### config.mk
export PLATFORM = sky130hd
export DESIGN_NAME = receiver
export DESIGN_NICKNAME = d
export VERILOG_FILES = /design/src/rtl/uart_pkg.sv /design/src/rtl/rx_sync.sv /design/src/rtl/receiver.sv
export SDC_FILE = /design/constraint.sdc
export NUM_CORES = 1
export LEC_CHECK = 0
export ABC_AREA = 1
export CORE_ASPECT_RATIO = 1.2
export CORE_UTILIZATION = 40
export CTS_BUF_LIST = sky130_fd_sc_hd__clkbuf_4 sky130_fd_sc_hd__clkbuf_8
export DETAILED_ROUTE_END_ITERATION = 10
export PLACE_DENSITY = 0.71
export SLEW_MARGIN = 10
export SYNTH_ARGS = -nofsm -noshare
export SYNTH_HDL_FRONTEND = slang
export SYNTH_SLANG_ARGS = --single-unit
### constraint.sdc
create_clock -name clk_rx -period 1.9 [get_ports clk_rx]
set_input_delay 0.38 -clock clk_rx [delete_from_list [all_inputs] [get_ports clk_rx]]
set_output_delay 0.38 -clock clk_rx [all_outputs]
set_load 0.01 [all_outputs]
### src/rtl/uart_pkg.sv
// Shared UART definitions: parity modes, receiver state encoding and default oversampling.
package uart_pkg;

  localparam int OVERSAMPLE_DEF = 16;

  localparam logic [1:0] PAR_NONE     = 2'd0;
  localparam logic [1:0] PAR_ODD      = 2'd1;
  localparam logic [1:0] PAR_EVEN     = 2'd2;
  localparam logic [1:0] PAR_NONE_ALT = 2'd3;

  typedef enum logic [2:0] {
    IDLE   = 3'd0,
    START  = 3'd1,
    DATA   = 3'd2,
    PARITY = 3'd3,
    STOP1  = 3'd4,
    STOP2  = 3'd5
  } rx_state_t;

  // Parity bit a correct transmitter would send for this word; unused upper bits must be zero.
  function automatic logic parity_expected(input logic [1:0] mode, input logic [7:0] word);
    return (mode == PAR_ODD) ? ~^word : ^word;
  endfunction

endpackage

### src/rtl/rx_sync.sv
// Two-flop synchronizer for the asynchronous serial input; both flops reset to the idle level.
module rx_sync (
  input  logic clk_rx,
  input  logic reset,
  input  logic rx,
  output logic rx_s
);

  logic meta;

  always_ff @(posedge clk_rx) begin
    if (reset) begin
      meta <= 1'b1;
      rx_s <= 1'b1;
    end else begin
      meta <= rx;
      rx_s <= meta;
    end
  end

endmodule

### src/rtl/receiver.sv
// Oversampling UART receiver: 7/8 data bits, optional odd/even parity, 1 or 2 stop bits.
// Define RX_SYNC_EN to pass rx through a two-flop synchronizer (adds 2 cycles of latency).
module receiver
  import uart_pkg::*;
#(
  parameter int OVERSAMPLE = OVERSAMPLE_DEF
) (
  input  logic       clk_rx,
  input  logic       reset,
  input  logic       rx,
  input  logic [1:0] par,
  input  logic       d_num,
  input  logic       s_num,
  output logic [7:0] data_out,
  output logic       valid,
  output logic       parity_err,
  output logic       frame_err,
  output logic       busy
);

  localparam int CNT_W = $clog2(OVERSAMPLE);
  localparam logic [CNT_W-1:0] HALF_LAST = CNT_W'(OVERSAMPLE / 2 - 1);
  localparam logic [CNT_W-1:0] FULL_LAST = CNT_W'(OVERSAMPLE - 1);

  logic rx_s;

`ifdef RX_SYNC_EN
  rx_sync u_rx_sync (
    .clk_rx (clk_rx),
    .reset  (reset),
    .rx     (rx),
    .rx_s   (rx_s)
  );
`else
  assign rx_s = rx;
`endif

  rx_state_t        state;
  logic [CNT_W-1:0] tick;
  logic [2:0]       bit_idx;
  logic [7:0]       shift;
  logic [1:0]       par_l;
  logic             d_num_l;
  logic             s_num_l;
  logic             perr_pend;
  logic             ferr_pend;

  logic [7:0] word;
  logic       has_par;
  logic       tick_done;

  // In 7-bit mode only seven shifts happen, so the word sits in the top seven bits.
  assign word      = d_num_l ? shift : {1'b0, shift[7:1]};
  assign has_par   = (par_l == PAR_ODD) || (par_l == PAR_EVEN);
  assign tick_done = (tick == FULL_LAST);

  always_ff @(posedge clk_rx) begin
    if (reset) begin
      state      <= IDLE;
      tick       <= '0;
      bit_idx    <= '0;
      shift      <= '0;
      par_l      <= PAR_NONE;
      d_num_l    <= 1'b0;
      s_num_l    <= 1'b0;
      perr_pend  <= 1'b0;
      ferr_pend  <= 1'b0;
      data_out   <= '0;
      valid      <= 1'b0;
      parity_err <= 1'b0;
      frame_err  <= 1'b0;
      busy       <= 1'b0;
    end else begin
      valid <= 1'b0;
      tick  <= tick + 1'b1;
      case (state)
        IDLE: begin
          tick <= '0;
          if (!rx_s) begin
            state     <= START;
            busy      <= 1'b1;
            par_l     <= par;
            d_num_l   <= d_num;
            s_num_l   <= s_num;
            bit_idx   <= '0;
            perr_pend <= 1'b0;
            ferr_pend <= 1'b0;
          end
        end
        START: begin
          if (tick == HALF_LAST) begin
            tick <= '0;
            if (rx_s) begin
              state <= IDLE;
              busy  <= 1'b0;
            end else begin
              state <= DATA;
            end
          end
        end
        DATA: begin
          if (tick_done) begin
            tick    <= '0;
            shift   <= {rx_s, shift[7:1]};
            bit_idx <= bit_idx + 1'b1;
            if (bit_idx == {2'b11, d_num_l})
              state <= has_par ? PARITY : STOP1;
          end
        end
        PARITY: begin
          if (tick_done) begin
            tick <= '0;
            if (rx_s != parity_expected(par_l, word))
              perr_pend <= 1'b1;
            state <= STOP1;
          end
        end
        STOP1: begin
          if (tick_done) begin
            tick <= '0;
            if (s_num_l) begin
              if (!rx_s)
                ferr_pend <= 1'b1;
              state <= STOP2;
            end else begin
              valid      <= 1'b1;
              data_out   <= word;
              parity_err <= perr_pend;
              frame_err  <= ferr_pend | ~rx_s;
              busy       <= 1'b0;
              state      <= IDLE;
            end
          end
        end
        STOP2: begin
          if (tick_done) begin
            tick       <= '0;
            valid      <= 1'b1;
            data_out   <= word;
            parity_err <= perr_pend;
            frame_err  <= ferr_pend | ~rx_s;
            busy       <= 1'b0;
            state      <= IDLE;
          end
        end
        default: begin
          state <= IDLE;
          busy  <= 1'b0;
        end
      endcase
    end
  end

endmodule

==> metrics.md <==
| Metric | Value |
|---|---|
| Post-CTS Setup Inserts | `0` |
| Fmax | `579 MHz` |
| Antenna violation net count after detailed routing | `0` |
| Root Driver | `clkbuf_8` |
| Crit path DAT | `1900 ps` |
| Worst Setup Path Type | `flop to flop` |
| Largest net degree at the start of global routing | `18` |
| Synth Area per Inst | `7.14 sq um` |
| Main area contributors after synthesis | `dfxtp_1 40%, nand2_1 13%, o21ai_0 7.1%` |
| Fillers | `435` |
| Bufs on Longest Clock Path | `2` |
| Routed WL | `3790 um` |
| HPWL after DPL | `2720 um` |
| Final Instance Area | `0.00219 sq mm` |
| DRT iter0 DRCs | `62` |
| Netlist cell types | `30` |
| First-pass GRT wire length | `6470 um` |
| Worst-path maximum fanout | `17` |
| Min Tclk post-route | `1730 ps` |
| Setup crit start kind | `flop` |
| Top Usage Layer GRT | `met2` |
| Routing usage on met3 | `0.0422` |
| Unrepaired setup endpoints after global routing | `false` |
| Yosys reg bits | `36` |
| Total clock sinks | `36` |
| Post-synthesis sequential area ratio | `0.396` |
| Final setup vio count | `0` |
| Count of pins over their slew limit | `0` |
| Vias in the first global route | `1500` |
| MaxCap Viol Count | `0` |
| Die area | `0.00483 sq mm` |
| Total Nets Final | `290` |
| Initial antenna violation count | `0` |
| Final core occ | `0.506` |
| Via count | `1650` |
| Share of the synthesized area in the top cell type | `0.396` |
| Hold Path Class | `flop to flop` |
| Worst-path clk slew | `70 ps` |
| Slew margin rel. | `0.701` |
| Synth top cells by count | `65 x nand2_1, 36 x dfxtp_1, 26 x o21ai_0` |
| FFs w/ async S/R, synth | `0` |
| Static leakage | `0.935 nW` |
| Ratio of cells with drive above 1 in the final layout | `0.125` |
| Rows | `26` |
| Post-Syn Nets | `265` |
| DP Area | `0.00206 sq mm` |
| Drt wl/cell | `11.2 um` |
| Htree depth | `2` |
| Worst slew pin tran | `447 ps` |
| Final Wtd Congestion | `0.874` |
| Status | `finished clean` |
| Grt met1 use | `0.186` |
| TNS Setup | `0 ps` |
| P&R area growth vs syn | `20.3%` |
| Worst Path Required | `2080 ps` |
| Area leader, netlist | `dfxtp_1` |
| Area of the multi-input gates | `910 sq um` |
| Period utilization | `0.908` |
| Post-Syn Area | `0.00182 sq mm` |
| Vias per inst | `4.90` |
| Tot GR Track Use | `0.170` |
| Power, Total | `2.23 mW` |
| CTS Buf Count | `5` |
| Core box area | `0.00433 sq mm` |
| Max VDD drop | `449 uV` |
| Drt drc | `0` |
| CTS resizes | `0` |
| Pre-antenna DRT Iters | `4` |
| Setup Skew | `6.80 ps` |
| Die width | `63.6 um` |
| Syn. warnings | `0` |
| Primary FF master, synth | `dfxtp_1` |
| Cts hold-fix bufs | `0` |
| Met2 Usage GRT | `0.309` |
| Pre-CTS setup slack | `48.6 ps` |
| Final setup margin | `174 ps` |
| Initial Utilization | `0.421` |
| I/O Buffers | `18` |
| Setup crit end kind | `flop` |
| FF-to-FF setup slack | `170 ps` |
| EDFF count, synth | `0` |
| PwrDens | `1020 mW/mm^2` |
| I/O pin count | `19` |
| FF/Latch Area | `721 sq um` |
| Antenna cell count | `0` |
| Most common cell in the synthesized netlist | `nand2_1` |
| Worst skew pair latency | `290 ps` |
| Die height | `75.9 um` |
| Final Hold Fails | `0` |
| Total grt overflow | `0` |
| Synth Instances | `255` |
| CTS tree | `built` |
-- stage by stage --
stage          hold WS [ps]  cells
2_1_floorplan           430    255
3_3_place_gp            445    329
3_5_place_dp            456    329
4_1_cts                 466    337
5_1_grt                 484    337
6_report                461    337
-- layout by cell type, fill, tap and decap left out, drive strengths merged --
cell and count:
a21oi 25, bufinv 1, inv 32, a41oi 1, nor3 3, xnor2 1
nor2 24, clkbuf 7, a311oi 1, buf 8, a211oi 7, xor2 1
o21ai 30, nand3 13, o41ai 1, nand2 67, clkdlybuf4s50 18, nor3b 1
ha 3, dfxtp 36, and3 1
-- registers in the layout, indices dropped and copies added (netlist names) --
register    count
bit_idx         3
busy            1
d_num_l         1
data_out        8
ferr_pend       1
frame_err       1
par_l           2
parity_err      1
perr_pend       1
s_num_l         1
shift           8
state           3
tick            4
valid           1
-- power breakdown --
group | total [mW] | switching, mW | internal [mW]
combinational | 0.602 | 0.384 | 0.217
sequential | 0.897 | 0.0723 | 0.824
clock | 0.737 | 0.274 | 0.463
-- layout make-up --
type | count | area share
Timing Repair Buffer | 26 | 0.110
Tap cell | 56 | 0.0320
Inverter | 32 | 0.0560
Multi-Input combinational cell | 179 | 0.415
Clock buffer | 7 | 0.0440
Clock inverter | 1 | 0.0137
Sequential cell | 36 | 0.329
-- routing by layer --
metal | vias to the layer above | wire length (um)
met2 | 25 | 1890
li1 | 882 | -
met1 | 737 | 1740
met3 | 6 | 105
met4 | 0 | 55
met5 | - | 0
-- worst paths after layout --
check / from / end / cells after the start
worst max-delay path: state[1] / bit_idx[0] / 11
worst min-delay path: tick[0] / tick[0] / 1
worst max register to register: state[1] / bit_idx[0] / 11
worst min register to register: tick[0] / tick[0] / 1
-- critical path, stage by stage, from the launching register on --
cell and delay [ps]:
dfxtp_1 380, inv_1 100, nor2_2 160, inv_2 60, nor2_2 130, inv_2 100, nor2_8 210, nor2_1 100
inv_2 100, o21ai_0 110, o21ai_0 110, nor2_1 50
-- cell families (layout without fill, tap and decap cells) --
family / after synthesis / after routing / synth area share
and+or+nand+nor: 109 / 109 / 0.265
adders and majority gates: 3 / 3 / 0.0206
buffers and inverters: 40 / 66 / 0.104
DFF: 36 / 36 / 0.396
xor gates and xnor gates: 2 / 2 / 0.00962
AOI/OAI and AO/OA: 65 / 65 / 0.205
Note: power is estimated with default switching activity, not from simulation.
